[src/rtl/a_ffpipe_hs.sv]
// Purpose : DEPTH-stage valid/ready register pipe with bubble collapsing,
//           synchronous flush (clr) and a registered occupancy count (occ).
// Latency : DEPTH cycles from input transfer to out_vld on an unstalled pipe.
// Backpr. : in_rdy drops only when every stage holds data and out_rdy=0;
//           out_rdy reaches in_rdy combinationally, outputs are registered.
// Ports   : clk, rst_n (async active-low), clr (sync flush),
//           in_vld/in_rdy/in_dat (upstream), out_vld/out_rdy/out_dat
//           (downstream), occ (number of valid stages).
module a_ffpipe_hs #(
  parameter int              SIZE    = 8,
  parameter int              DEPTH   = 4,
  parameter int              CNT_W   = 3,
  parameter logic [SIZE-1:0] RST_VAL = {SIZE{1'b0}}
) (
  input  logic             clk,
  input  logic             rst_n,
  input  logic             clr,
  input  logic             in_vld,
  output logic             in_rdy,
  input  logic [SIZE-1:0]  in_dat,
  output logic             out_vld,
  input  logic             out_rdy,
  output logic [SIZE-1:0]  out_dat,
  output logic [CNT_W-1:0] occ
);

  logic [DEPTH-1:0] vld_q, vld_d;
  logic [DEPTH-1:0] load;
  logic [SIZE-1:0]  dat_q [DEPTH];
  logic [SIZE-1:0]  dat_d [DEPTH];
  logic [CNT_W-1:0] occ_q, occ_d;
  logic             in_xfer;
  logic             out_xfer;

  // A stage can load when the output is being drained or when any stage
  // from itself to the output is empty (a bubble downstream will collapse).
  always_comb begin : p_load
    logic chain;
    chain = out_rdy;
    load  = '0;
    for (int i = DEPTH - 1; i >= 0; i--) begin
      chain   = chain || !vld_q[i];
      load[i] = chain;
    end
  end

  // rst_n gates in_rdy so upstream never sees ready while held in reset.
  assign in_rdy   = load[0] && !clr && rst_n;
  assign in_xfer  = in_vld && in_rdy;
  assign out_xfer = vld_q[DEPTH-1] && out_rdy;

  always_comb begin
    vld_d = vld_q;
    for (int i = 0; i < DEPTH; i++) begin
      dat_d[i] = dat_q[i];
    end

    if (clr) begin
      vld_d = '0;
      for (int i = 0; i < DEPTH; i++) begin
        dat_d[i] = RST_VAL;
      end
    end else begin
      if (load[0]) begin
        vld_d[0] = in_xfer;
        if (in_xfer) begin
          dat_d[0] = in_dat;
        end
      end
      for (int i = 1; i < DEPTH; i++) begin
        if (load[i]) begin
          vld_d[i] = vld_q[i-1];
          // Data only moves with a valid word, so a stage that takes a
          // bubble keeps its last value (out_dat holds when out_vld=0).
          if (vld_q[i-1]) begin
            dat_d[i] = dat_q[i-1];
          end
        end
      end
    end
  end

  always_comb begin
    occ_d = occ_q;
    unique case ({in_xfer, out_xfer})
      2'b10:   occ_d = occ_q + CNT_W'(1);
      2'b01:   occ_d = occ_q - CNT_W'(1);
      default: occ_d = occ_q;
    endcase
    if (clr) begin
      occ_d = '0;
    end
  end

  always_ff @(posedge clk or negedge rst_n) begin
    if (!rst_n) begin
      vld_q <= '0;
      occ_q <= '0;
      for (int i = 0; i < DEPTH; i++) begin
        dat_q[i] <= RST_VAL;
      end
    end else begin
      vld_q <= vld_d;
      occ_q <= occ_d;
      for (int i = 0; i < DEPTH; i++) begin
        dat_q[i] <= dat_d[i];
      end
    end
  end

  assign out_vld = vld_q[DEPTH-1];
  assign out_dat = dat_q[DEPTH-1];
  assign occ     = occ_q;

endmodule

[config.mk]
export PLATFORM = sky130hd
export DESIGN_NAME = a_ffpipe_hs
export DESIGN_NICKNAME = d
export VERILOG_FILES = /design/src/rtl/a_ffpipe_hs.sv
export SDC_FILE = /design/constraint.sdc
export NUM_CORES = 1
export LEC_CHECK = 0
export CORE_MARGIN = 2
export CORE_UTILIZATION = 53
export DETAILED_ROUTE_END_ITERATION = 10
export HOLD_SLACK_MARGIN = 0.02
export PLACE_DENSITY = 0.78
export SYNTH_ARGS = -nofsm -noshare
export SYNTH_HDL_FRONTEND = slang
export SYNTH_SLANG_ARGS = --single-unit
[constraint.sdc]
create_clock -name clk -period 1.77 [get_ports clk]
set_input_delay 0.177 -clock clk [delete_from_list [all_inputs] [get_ports clk]]
set_output_delay 0.177 -clock clk [all_outputs]
set_load 0.02 [all_outputs]
# Word level (Yosys, flattened, before mapping)
# Cells that the tools add are included.
[word_totals]
register_bits = 39
output_inout_bits = 13
elab_cells = 55
[classes]
muxes = 16
eq_ne = 2
addsub = 2
reduce_logical = 26
[ops]
columns = ["op", "n"]
rows = [
  ["$mux 8", 8],
  ["$mux 32", 1],
  ["$reduce_bool 2->1", 8],
  ["$reduce_and 2->1", 4],
  ["$pmux 3 s2", 1],
  ["$logic_not 1->1", 5],
  ["$logic_and 1x1->1", 4],
  ["$logic_or 1x1->1", 4],
  ["$mux 1", 4],
  ["$mux 4", 1],
  ["$add 3x1->3 const B", 1],
  ["$mux 3", 1],
  ["$reduce_bool 3->1", 1],
  ["$sub 3x1->3 const B", 1],
  ["$eq 2x1->1 const B", 1],
  ["$eq 2x2->1 const B", 1],
]

# Depth between registers and ports, before layout
# Gate-level depths: netlist (run 1).
[logic_depth]
ltp_word = 11
mapped_depth = 6
depth_no_buf = 6

# Least setup slack after synthesis (run 1)
# No wires, ideal clock.
[synth_path]
path_type = "flip-flop to flip-flop"
from = "register vld_q[3]"
to = "register occ_q[2], in the netlist occ[2]"
period_less_slack_ps = 1744
setup_ps = 125
arrival_ps = 1619
path_stages_with_launch = 7
required_time_ps = 1645
setup_slack_ps = 26
path_cell_list = "dfrtp_1 -> nand2_1 -> nor2_1 -> fa_1 -> nor3_1 -> a21oi_1 -> mux2_2"
[synth_between]
elab_chain_len = 11
word_cells_on_any_way = 14
cone_classes = "eq/ne: 2; mux: 2; reduce/logical: 10"
[synth_rtl]
columns = ["element", "line_no", "text"]
rows = [
  ["start, declared", "27", "logic [DEPTH-1:0] vld_q, vld_d;"],
  ["start signal, assigned", "103", "vld_q <= vld_d;"],
  ["$logic_not 1->1", "42", "chain = chain || !vld_q[i];"],
  ["$logic_or 1x1->1 (4 in a row)", "42", ""],
  ["$logic_and 1x1->1 (2 in a row)", "48", "assign in_rdy = load[0] && !clr && rst_n;"],
  ["$logic_and 1x1->1", "49", "assign in_xfer = in_vld && in_rdy;"],
  ["$eq 2x1->1 or $eq 2x2->1 (tied branches)", "85", "unique case ({in_xfer, out_xfer})"],
  ["$pmux 3 s2", "85", ""],
  ["$mux 3", "90", "if (clr) begin"],
  ["end signal, assigned", "98", "occ_q <= '0;"],
  ["end signal, assigned", "104", "occ_q <= occ_d;"],
  ["end, declared", "31", "logic [CNT_W-1:0] occ_q, occ_d;"],
]
# Parallel ways exist; a longest one is shown, timed or not.
# A chain may end at the register's enable or synchronous reset.

# Worst setup path after layout (run 1)
# Same ends and word-level chain as after synthesis.

==> impl_metrics.ini, run 1 <==
[routing]
drc = 0
top_layer_used = met4
drtPass1Iterations = 4
totalWireLength_mm = 3.05
met2_length_mm = 1.50
drtAntennaViolNets = 0
wl_met1_mm = 1.39
via_count = 1214
wire_per_inst_um = 12.8
drt_iter0_markers = 31
vias_per_cell = 5.10
dr_wl_met3_um = 100

[synth]
synth_xor_area_frac = 0
ys_types = 24
synth_top_family_by_area = simple AND/OR/NAND/NOR gates
syn_nets = 173
synth_warnings = 0
synth_adder_area_share = 0.0114
synthTopCellsByArea = dfrtp_1 (55%), mux2i_1 (9.1%), mux2_2 (5.8%), nor2_1 (4.3%), a21oi_1 (3.4%)
syn_inst = 159
synth-seq-cells = 39
muxShareOfSynthArea = 0.149
avgSynthCellArea_um2 = 11.1
synth_top_area_cell = dfrtp_1
syn_area_um2 = 1760
synth-compound-area-share = 0.0647
netlist.area_leader.share = 0.554
yosys.area_share.simple = 0.167
yosysSeqAreaShare = 0.554

[power]
p_leak_nw = 1.12
p_clk_frac = 0.294
power.switching_w = 0.000365
powerDensity_nw_per_um2 = 684
irDropWorstVdd_uv = 388
p_seq_frac = 0.614
p_int_w = 0.00113
switching_share = 0.244
pwr-share-comb = 0.092
p_total_w = 0.00150

[global_route]
grt_pass1_vias = 1171
antenna_found_initial = 0
grt_pass1_wl_mm = 5.21
grt_max_degree = 41
grt_overflow = 0
grt_usage = 0.192

[run_status]
outcome = finished, final reports clean

[sta]
finalSetupViolations = 0
final_max_slew_viol_count = 0
tightest_slew_ns = 0.473
fin_skew_ns = 0.00893
finalHoldViolations = 0
finalSetupTns_ns = 0
slew_headroom = 0.685
clock.fmax_mhz = 589
fin_crit_ns = 1.70
min_period_over_period = 0.959
rsz0062_at_grt = false

[floorplan]
dieHeight_um = 61.6
initial_core_util = 0.567
io_pins = 26
fp-row-count = 20
die_width_um = 61.6
core_area_um2 = 3100
dieArea_um2 = 3800

[placed_design]
globalplace.congestion = 0.806
hpwlAfterDp_mm = 2.14
post-place-cells = 228
portBuffers = 25

[clocking]
clk_pin_slew_ns = 0.12
cts_sinks = 39
cts_made_buffers = 5
cts_root_buffer = clkbuf_4
htree_levels = 2
clkLatencyLatePin_ns = 0.35
cts_tree = yes
cts_buffer_depth = 2

[cells_and_area]
fin_nets = 207
fin_cells = 238
drive_gt1_frac = 0.216
fin_util = 0.705
syn2layout_area_growth_pct = 24.2
diodes = 0

[worst_setup_path]
critPathLaunchType = flip-flop
critPathMaxFanout = 3
r2r_cells = 6
crit_arrival_ns = 1.93
cp_data_required_time_ns = 2.00
critPathCaptureType = flip-flop
crit_type = flip-flop to flip-flop

[hold_path]
worstHoldPathType = primary input to async pin

[job]
drv_cap = 0
==> synth_stat cells <==
cell      count
o21ai_0       2
o21ai_2       2
nand2_2       1
fa_1          1
a21oi_2       1
or3b_1        1
mux2_2        9
nor2b_1       9
nor2_1       20
buf_1         1
o211a_1       1
dfrtp_1      39
and3b_1       3
inv_1         3
clkbuf_1      4
nor3_1        3
nand3_1       9
nand3b_4      1
buf_4         8
nand2_1      11
mux2i_1      16
o21a_1        1
a21oi_1      12
buf_2         1
==> timing repair <==
action | in CTS | in global routing
pin swaps | 0 | 1
hold buffers | 1 | 0
hold endpoints to repair | 39 | 0
resized for setup | 2 | 5
setup endpoints to repair | 1 | 2
setup buffers | 1 | 0
==> critical path, cell delays in order (launching register included) <==
cell	delay [ns]
dfrtp_1	0.43
buf_4	0.15
nand2_1	0.10
nor2_2	0.07
fa_2	0.36
a21oi_2	0.14
mux2_2	0.34
==> kinds of logic after synthesis <==
logic type,Yosys count
AND/OR/NAND/NOR,58
flip-flops,39
multiplexers,25
AO/OA/AOI/OAI,19
buffers and inverters,17
adder cells (fa/ha/maj),1
==> sequential cells by signal, summed over array words and instances (netlist names) <==
| register | cells |
|---|---|
| dat_q | 24 |
| vld_q | 4 |
| out_dat | 8 |
| occ | 3 |
==> through the flow <==
stage	cell area [um^2]	hold slack, ns	worst slack, ns
global placement	2110	0.270	-0.137
CTS	2180	0.427	0.0270
detailed placement	2110	0.282	-0.175
global route	2190	0.411	0.0194
finish	2190	0.428	0.0728
floorplan	1760	-0.119	0.0262
==> routing by layer <==
metal  up-vias  GRT usage
met1       590      0.247
met3         7     0.0504
met2        23      0.304
met5         -          0
met4         0     0.0912
li1        594          -
==> power groups by stage <==
stage | Clock, W | Sequential [W] | Combinational [W]
floorplan | 0 | 0.000936 | 0.0000570
global placement | 0 | 0.000934 | 0.000133
detailed placement | 0 | 0.000935 | 0.000138
CTS | 0.000448 | 0.000918 | 0.000140
global route | 0.000490 | 0.000920 | 0.000152
finish | 0.000440 | 0.000918 | 0.000138
==> layout by cell type (no fill, tap or decap), types with 3 or more instances in the layout <==
cell type,count
nor2b_1,9
nand3_1,9
inv_1,3
mux2_2,9
clkdlybuf4s50_1,23
clkbuf_4,5
dfrtp_1,39
nor2_1,19
buf_4,13
nand2_1,11
a21oi_1,11
and3b_1,3
mux2i_1,16
==> worst paths after layout <==
kind,end,start,slack (ns)
max reg2reg,occ[2],vld_q[3],0.07
min in group clk,dat_q[29],in_dat[5],0.44
min reg2reg,dat_q[23],dat_q[31],0.52
max,occ[2],vld_q[3],0.07
min,occ[0],rst_n,0.43
max in group asynchronous,dat_q[17],rst_n,1.01
==> final cells by class <==
| class | count | area (um^2) |
|---|---|---|
| Fill cell | 247 | 916 |
| Sequential cell | 39 | 976 |
| Timing Repair Buffer | 41 | 388 |
| Multi-Input combinational cell | 103 | 703 |
| Inverter | 3 | 11.3 |
| Clock buffer | 6 | 41.3 |
| Clock inverter | 2 | 12.5 |
| Tap cell | 44 | 55.1 |
Note: power is estimated with default switching activity, not from simulation.
==> inputs of run 2 (changes only) <==
Settings changed: CORE_ASPECT_RATIO set to 1.5, GPL_TIMING_DRIVEN set to 1, TNS_END_PERCENT set to 5.
==> run 2 against run 1 <==
  * Sequential cell count unchanged
  * Fmax up 3.7%
  * Non-clock buffer count up 1
  * Combinational power about the same
  * Die area up 0.24%
  * Critical endpoint is now in_rdy
  * Largest power group unchanged
==> impl_metrics.ini, run 2 (synthesized netlist as in run 1, its figures left out) <==
[run_status]
outcome = finished, final reports clean

[clocking]
cts_root_buffer = clkbuf_8
cts_sinks = 39
clk_pin_slew_ns = 0.07
cts_buffer_depth = 2
post-cts-setup-buffers = 0
htree_levels = 2
cts_made_buffers = 5
cts_tree = yes
clkLatencyLatePin_ns = 0.29

[global_route]
grt_pass1_vias = 1224
antenna_found_initial = 0
grt_overflow = 0
grt_usage = 0.195
grt_max_degree = 41
grt_pass1_wl_mm = 5.35

[sta]
rsz0062_at_grt = false
fin_skew_ns = 0.00248
tightest_slew_ns = 0.684
slew_headroom = 0.542
min_period_over_period = 0.925
final_max_slew_viol_count = 0
clock.fmax_mhz = 611
finalSetupViolations = 0
finalHoldViolations = 0
whs_ns = 0.275
setup_ws_ns = 0.133
fin_crit_ns = 1.64

[floorplan]
dieHeight_um = 74.6
die_width_um = 51.1
fp-row-count = 25
initial_core_util = 0.557
io_pins = 26
core_area_um2 = 3160
dieArea_um2 = 3810

[hold_path]
worstHoldPathType = primary input to async pin

[placed_design]
dp_slack_ns = -0.179
dpl_cell_area_um2 = 2080
globalplace.congestion = 0.845
hpwlAfterDp_mm = 2.33
portBuffers = 25

[cells_and_area]
syn2layout_area_growth_pct = 24.3
multi_input_area_um2 = 689
largest_register = dat_q
fill_cells = 238
final_common_cell = dfrtp_1
mostFrequentLayoutCells = dfrtp_1 (39), clkdlybuf4s50_1 (23), nor2_1 (20)
seq_area_um2 = 976
largest_register_ffs = 24
fin_nets = 208
diodes = 0
stdcell_area_um2 = 2190
drive_gt1_frac = 0.190
fin_util = 0.693

[worst_setup_path]
crit_arrival_ns = 1.46
critPathMaxFanout = 3
crit_type = primary input to output pin
critPathLaunchType = primary input
critPathCaptureType = output pin
cp_data_required_time_ns = 1.59

[routing]
drtAntennaViolNets = 0
drc = 0
drtPass1Iterations = 4
drt_iter0_markers = 15
vias_per_cell = 5.22
totalWireLength_mm = 3.14
wire_per_inst_um = 13.4
via_count = 1227

[power]
p_leak_nw = 1.13
irDropWorstVdd_uv = 555
p_total_w = 0.00163
powerDensity_nw_per_um2 = 745

[job]
drv_cap = 0
[run 2: cell type report]
class,instances,share of cell area
Tap cell,40,0.0229
Multi-Input combinational cell,103,0.315
Inverter,3,0.00515
Clock buffer,6,0.0332
Clock inverter,2,0.00572
Sequential cell,39,0.446
Timing Repair Buffer,42,0.172
[run 2: worst max-delay path, cell delays in order]
cell             delay, ns
clkdlybuf4s50_1       0.44
and3b_1               0.24
nand3_1               0.09
and3b_1               0.19
dlygate4sd2_1         0.31
[run 2: power by group]
group / switching, W / internal (W) / total, W
clock network: 0.000301 / 0.000275 / 0.000576
logic: 0.0000670 / 0.0000692 / 0.000136
registers: 0.0000109 / 0.000907 / 0.000918
total: 0.000379 / 0.00125 / 0.00163
[run 2: worst paths after layout]
kind | startpoint | endpoint | slack (ns) | cells past startpoint
min in group clk | in_dat[2] | dat_q[26] | 0.49 | 2
setup reg to reg | vld_q[3] | occ[2] | 0.18 | 6
hold / removal | rst_n | occ[2] | 0.28 | 2
max in group asynchronous | rst_n | vld_q[2] | 0.73 | 3
setup / recovery | out_rdy | in_rdy | 0.13 | 5
hold reg to reg | dat_q[27] | dat_q[19] | 0.51 | 2
[run 2: per-stage QoR]
| step | TNS, ns | std cells |
|---|---|---|
| after detailed placement | -0.711 | 225 |
| after global routing | 0 | 235 |
| final | 0 | 235 |
| after CTS | 0 | 235 |
| after floorplan | 0 | 159 |
| after global placement | -0.247 | 225 |
[run 2: routing by layer]
metal | GRT usage | part of all wire
met1 | 0.214 | 0.42
met2 | 0.348 | 0.53
met3 | 0.0301 | 0.034
met4 | 0.126 | 0.023
met5 | 0 | 0
[run 2: what timing repair did]
item                       CTS  global route
resized for setup            1             0
hold endpoints to repair    39             0
setup endpoints to repair    1             0
hold buffers                 2             0
==> inputs of run 3 (changes only) <==
Settings changed: CORE_MARGIN 2 to 1.5, HOLD_SLACK_MARGIN 0.02 to 0.08.
==> run 3 against run 2 <==
  * Non-clock buffer count up 1
  * Count of clock-buffer cells in the layout unchanged
  * Sequential share of layout area down 0.20 points
  * Critical path type is now flip-flop to output pin
  * Die area down 3.3%
  * Critical endpoint unchanged
==> impl_metrics.ini, run 3 (synthesized netlist as in run 1, its figures left out) <==
[cells_and_area]
largest_register_ffs = 24
fill_cells = 243
mostFrequentLayoutCells = dfrtp_1 (39), clkdlybuf4s50_1 (23), nor2_1 (20)
drive_gt1_frac = 0.195
seq_area_um2 = 976
largest_register = dat_q
diodes = 0
syn2layout_area_growth_pct = 24.9
fin_cells = 235
multi_input_area_um2 = 689
fin_nets = 209
final_common_cell = dfrtp_1

[worst_setup_path]
cpMaxStageDelayCell = dfrtp_1
crit_path_max_incr_delay_ns = 0.40
r2r_cells = 6
critPathCaptureType = output pin
r2r_start = vld_q[3]
crit_type = flip-flop to output pin
critPathLaunchType = flip-flop
crit_chain = and3b_1 -> nand3_1 -> and3b_1 -> dlygate4sd2_1
critPathLaunch = vld_q[3]
critPathMaxFanout = 3
cp_data_required_time_ns = 1.59
crit_arrival_ns = 1.47
crit_path_frequent_cell = and3b_1

[floorplan]
die_width_um = 50.1
dieArea_um2 = 3680
dieHeight_um = 73.6
initial_core_util = 0.557
core_area_um2 = 3160
fp-row-count = 25
io_pins = 26

[global_route]
grt_usage = 0.196
top_usage_layer = met2
use_met2 = 0.341
met1_usage = 0.223
grt_overflow = 0
grt_max_degree = 41
grt_pass1_wl_mm = 5.40
antenna_found_initial = 0
grt_pass1_vias = 1286
use_met3 = 0.0610

[placed_design]
hpwlAfterDp_mm = 2.24
portBuffers = 25
dp_slack_ns = -0.171
post-place-cells = 226
globalplace.congestion = 0.866

[routing]
drtPass1Iterations = 4
wire_per_inst_um = 13.0
vias_per_cell = 5.19
totalWireLength_mm = 3.04
drc = 0
drt_iter0_markers = 29
via_count = 1220
drtAntennaViolNets = 0

[power]
p_clk_frac = 0.361
p_leak_nw = 1.14
p_seq_frac = 0.556
switching_share = 0.223
p_total_w = 0.00165
powerDensity_nw_per_um2 = 751
power.switching_w = 0.000369
irDropWorstVdd_uv = 595
p_int_w = 0.00128
pwr-share-comb = 0.083

[sta]
rsz0062_at_grt = false
setup_ws_ns = 0.126
fin_skew_ns = 0.00513
finalSetupTns_ns = 0
fin_crit_ns = 1.64
tightest_slew_ns = 0.721
slew_headroom = 0.518
min_period_over_period = 0.929
clock.fmax_mhz = 608
finalSetupViolations = 0
final_max_slew_viol_count = 0
finalHoldViolations = 0

[run_status]
outcome = finished, final reports clean

[clocking]
cts_tree = yes
cts_sinks = 39
clkLatencyLatePin_ns = 0.29
cts_buffer_depth = 2
cts_root_buffer = clkbuf_8
post-cts-setup-buffers = 0
clk_pin_slew_ns = 0.07
htree_levels = 2
cts_made_buffers = 5

[hold_path]
worstHoldPathType = primary input to async pin

[job]
drv_cap = 0
==> run 3: power by group through the flow <==
stage	clock network, W	registers (W)	logic (W)
finish	0.000597	0.000918	0.000137
global route	0.000642	0.000920	0.000152
CTS	0.000614	0.000917	0.000140
detailed placement	0	0.000935	0.000136
global placement	0	0.000933	0.000131
floorplan	0	0.000936	0.0000570
==> run 3: worst paths after layout <==
path / to / slack, ns
max in group asynchronous: dat_q[25] / 0.70
worst max register to register: occ[2] / 0.15
min in group clk: dat_q[31] / 0.50
worst min register to register: dat_q[23] / 0.52
worst max-delay path: in_rdy / 0.13
worst min-delay path: out_dat[3] / 0.46
==> run 3: cell type report <==
type                    instances  area share
clock buffers                   6      0.0376
well taps                      40      0.0228
inverters                       3     0.00512
repair buffers                 43       0.175
multi-input cells             103       0.314
flip-flops and latches         39       0.444
clock inverters                 1     0.00228
==> run 3: repair_timing <==
item                                    4_1_cts  5_1_grt
hold endpoints to repair                     39        0
gates resized for setup                       1        0
endpoints found under the setup margin        1        0
hold buffers                                  2        0
==> run 3: routing by layer <==
| metal | routed length (um) | vias to the layer above |
|---|---|---|
| met5 | 0 | - |
| met4 | 54 | 0 |
| met3 | 108 | 5 |
| met2 | 1670 | 24 |
| met1 | 1210 | 592 |
| li1 | - | 599 |
==> run 3: critical path, delay by kind of cell (launching register included) <==
family / cells / cell delay (ns)
buffers and inverters: 1 / 0.33
AND/OR/NAND/NOR: 3 / 0.45
flip-flops: 1 / 0.40
==> run 3: stage by stage <==
step	util	area [um^2]	hold WS, ns
after floorplan	-	1760	-0.119
after global placement	0.662	2090	0.186
after detailed placement	0.662	2090	0.195
after CTS	0.696	2200	0.460
after global routing	0.696	2200	0.493
final	0.696	2200	0.461
==> variant: new RTL, settings of run 2 <==
Reset style: synchronous (`rst_n`), changed in one clocked block. Comments in the files are not updated.
--- a/src/rtl/a_ffpipe_hs.sv
+++ b/src/rtl/a_ffpipe_hs.sv
@@ -92,7 +92,7 @@
     end
   end
 
-  always_ff @(posedge clk or negedge rst_n) begin
+  always_ff @(posedge clk) begin
     if (!rst_n) begin
       vld_q <= '0;
       occ_q <= '0;
Behaviour: differs if rst_n is asserted again (counterexample within 4 cycles, from zero or initial values and one cycle with rst_n low); with rst_n held inactive, the same outputs for 10 cycles.
==> variant against run 2 <==
The run now ends with setup timing left; clock power is 39% higher; worst setup slack worse by 0.31 ns; largest power group unchanged; design area is 7.4% lower; highest routed layer unchanged; first-iteration DRC count is 67% higher; routed wire length is 0.48% higher; power is 9.8% higher; synthesized area is 13% lower; sequential cell count stayed put.
==> variant: results (changes against run 2) <==
- Status: finished with violations (was complete, no violations)
- Failing checks: setup timing
- Leak: 0.7044 nW (was 1.128 nW)
- DP HPWL: 2347 um (was 2328 um)
- First-pass GRT wire length: 5595 um (was 5347 um)
- Final setup viols: 1 (was 0)
- Max incr delay on CP: 0.34 ns (was 0.44 ns)
- Sw Pwr: 0.3484 mW (was 0.3792 mW)
- Slowest CP cell: dfxtp_4 (was clkdlybuf4s50_1)
- Crit path max fanout: 2 (was 3)
- Clock Path Buffers: 2 (unchanged)
- Drt initial violations: 25 (was 15)
- Crit-path leading delay family: simple AND/OR/NAND/NOR gates (was buffers and inverters)
- Syn nets: 192 (was 173)
- Yosys warns: 0 (unchanged)
- Share of the synthesized area in the top cell type: 50.77% (was 55.44%)
- Synth cell types: 25 (was 24)
- Share of post-route cells with drive strength above 1: 12.80% (was 18.97%)
- DRT Pass-1 Iters: 4 (unchanged)
- All-Layer GR Usage: 22.70% (was 19.53%)
- Number of global-route vias before repair: 1375 (was 1224)
- Worst slew pin tran: 0.4456 ns (was 0.6841 ns)
- Fillcell total: 226 (was 238)
- GP Congestion: 0.7605 (was 0.8447)
- Most flops, register: dat_q (unchanged)
- Hold Crit Class: primary input to register (was primary input to async pin)
- Max FFs per register: 32 (was 24)
- Worst Skew: 0.005161 ns (was 0.002484 ns)
- Cells taking the most area after synthesis: dfxtp_1, a21oi_1, o21ai_0, nand3_1, mux2i_1 (was dfrtp_1, mux2i_1, mux2_2, nor2_1, a21oi_1)
- Post-synth top cells: dfxtp_1, a21oi_1, o21ai_0, nand3_1, nand2_1 (was dfrtp_1, nor2_1, mux2i_1, a21oi_1, nand2_1)
- Max VDD drop: 0.0008040 V (was 0.0005547 V)
- Final WS setup: -0.1760 ns (was 0.1334 ns)
- Worst Path Arrival: 2.17 ns (was 1.46 ns)
- Ys async rst share: 0% (was 100.0%)
- DP Worst Slack: -0.5131 ns (was -0.1786 ns)
- Largest net degree at the start of global routing: 32 (was 41)
- Worst setup SP type: register (was primary input)
- H-tree depth: 2 (unchanged)
- Routed WL: 3158 um (was 3143 um)
- Sequential fraction of the synthesis area: 50.77% (was 55.44%)
- Fin nets: 225 (was 208)
- Routed vias: 1327 (was 1227)
variant: cell types whose count changed after synthesis, moves of 7 or more:
cell / change
nor2b_1: -7
o21ai_0: +23
dfxtp_1: +39
mux2i_1: -7
a21oi_1: +18
mux2_2: -9
buf_4: -7
nor2_1: -17
dfrtp_1: -39
nand3_1: +15
variant: final timing paths:
| check | slack [ns] | depth (start not counted) | from | end |
|---|---|---|---|---|
| worst max-delay path | -0.18 | 8 | vld_q[3]$_SDFFE_PP0P_ | occ[2]$_SDFFE_PP0P_ |
| worst max register to register | -0.18 | 8 | vld_q[3]$_SDFFE_PP0P_ | occ[2]$_SDFFE_PP0P_ |
| worst min register to register | 0.47 | 2 | dat_q[2][1]$_SDFFE_PP0P_ | dat_q[3][1]$_SDFFE_PP0P_ |
| worst min-delay path | 0.43 | 3 | in_dat[1] | dat_q[0][1]$_SDFFE_PP0P_ |
variant: power groups by stage:
stage	clock (mW)	sequential, mW	combinational, mW
detailed placement	0	0.910	0.0988
finish	0.802	0.890	0.0980
global route	0.865	0.890	0.108
CTS	0.817	0.890	0.0989
floorplan	0	0.909	0.0491
global placement	0	0.910	0.0941
variant: cell type report:
type | count | area (um^2) | share of cell area, %
flip-flops and latches | 39 | 784.5 | 38.73
multi-input cells | 123 | 711.9 | 35.15
repair buffers | 38 | 344.1 | 16.99
clock buffers | 7 | 97.59 | 4.818
inverters | 3 | 11.26 | 0.5559
well taps | 37 | 46.29 | 2.285
clock inverters | 1 | 30.03 | 1.482
variant: metrics by stage:
| step | cell area (um^2) | instances | utilization (%) | hold slack [ns] | TNS, ns |
|---|---|---|---|---|---|
| floorplan | 1564 | 177 | - | 0.2944 | -0.4168 |
| global placement | 1897 | 240 | 70.12 | 0.4469 | -0.7607 |
| detailed placement | 1897 | 240 | 70.12 | 0.4556 | -0.9960 |
| CTS | 2022 | 248 | 74.75 | 0.4331 | -0.1797 |
| global route | 2026 | 248 | 74.88 | 0.4625 | -0.3077 |
| finish | 2026 | 248 | 74.88 | 0.4347 | -0.1760 |
variant: logic make-up (layout without fill, tap and decap cells):
family	count (synthesis)	after routing	share of synthesized area, %
adders and majority gates	2	2	2.115
and+or+nand+nor	54	54	17.41
buffers and inverters	15	49	4.312
muxes	9	9	5.859
DFF	39	39	50.77
AOI/OAI and AO/OA	56	56	18.39
xor gates and xnor gates	2	2	1.139
variant: metal layers:
layer / vias up / GRT usage, % / share of wire [%]
met5: - / 0 / 0
met4: 0 / 9.610 / 1.9
met3: 7 / 7.494 / 4.1
met2: 29 / 41.63 / 59
met1: 609 / 20.42 / 35
li1: 682 / - / -
variant: repair_timing:
item / in CTS / in global routing
hold buffers: 0 / 0
pin swaps: 2 / 0
endpoints found under the setup margin: 2 / 2
gates resized for setup: 3 / 1
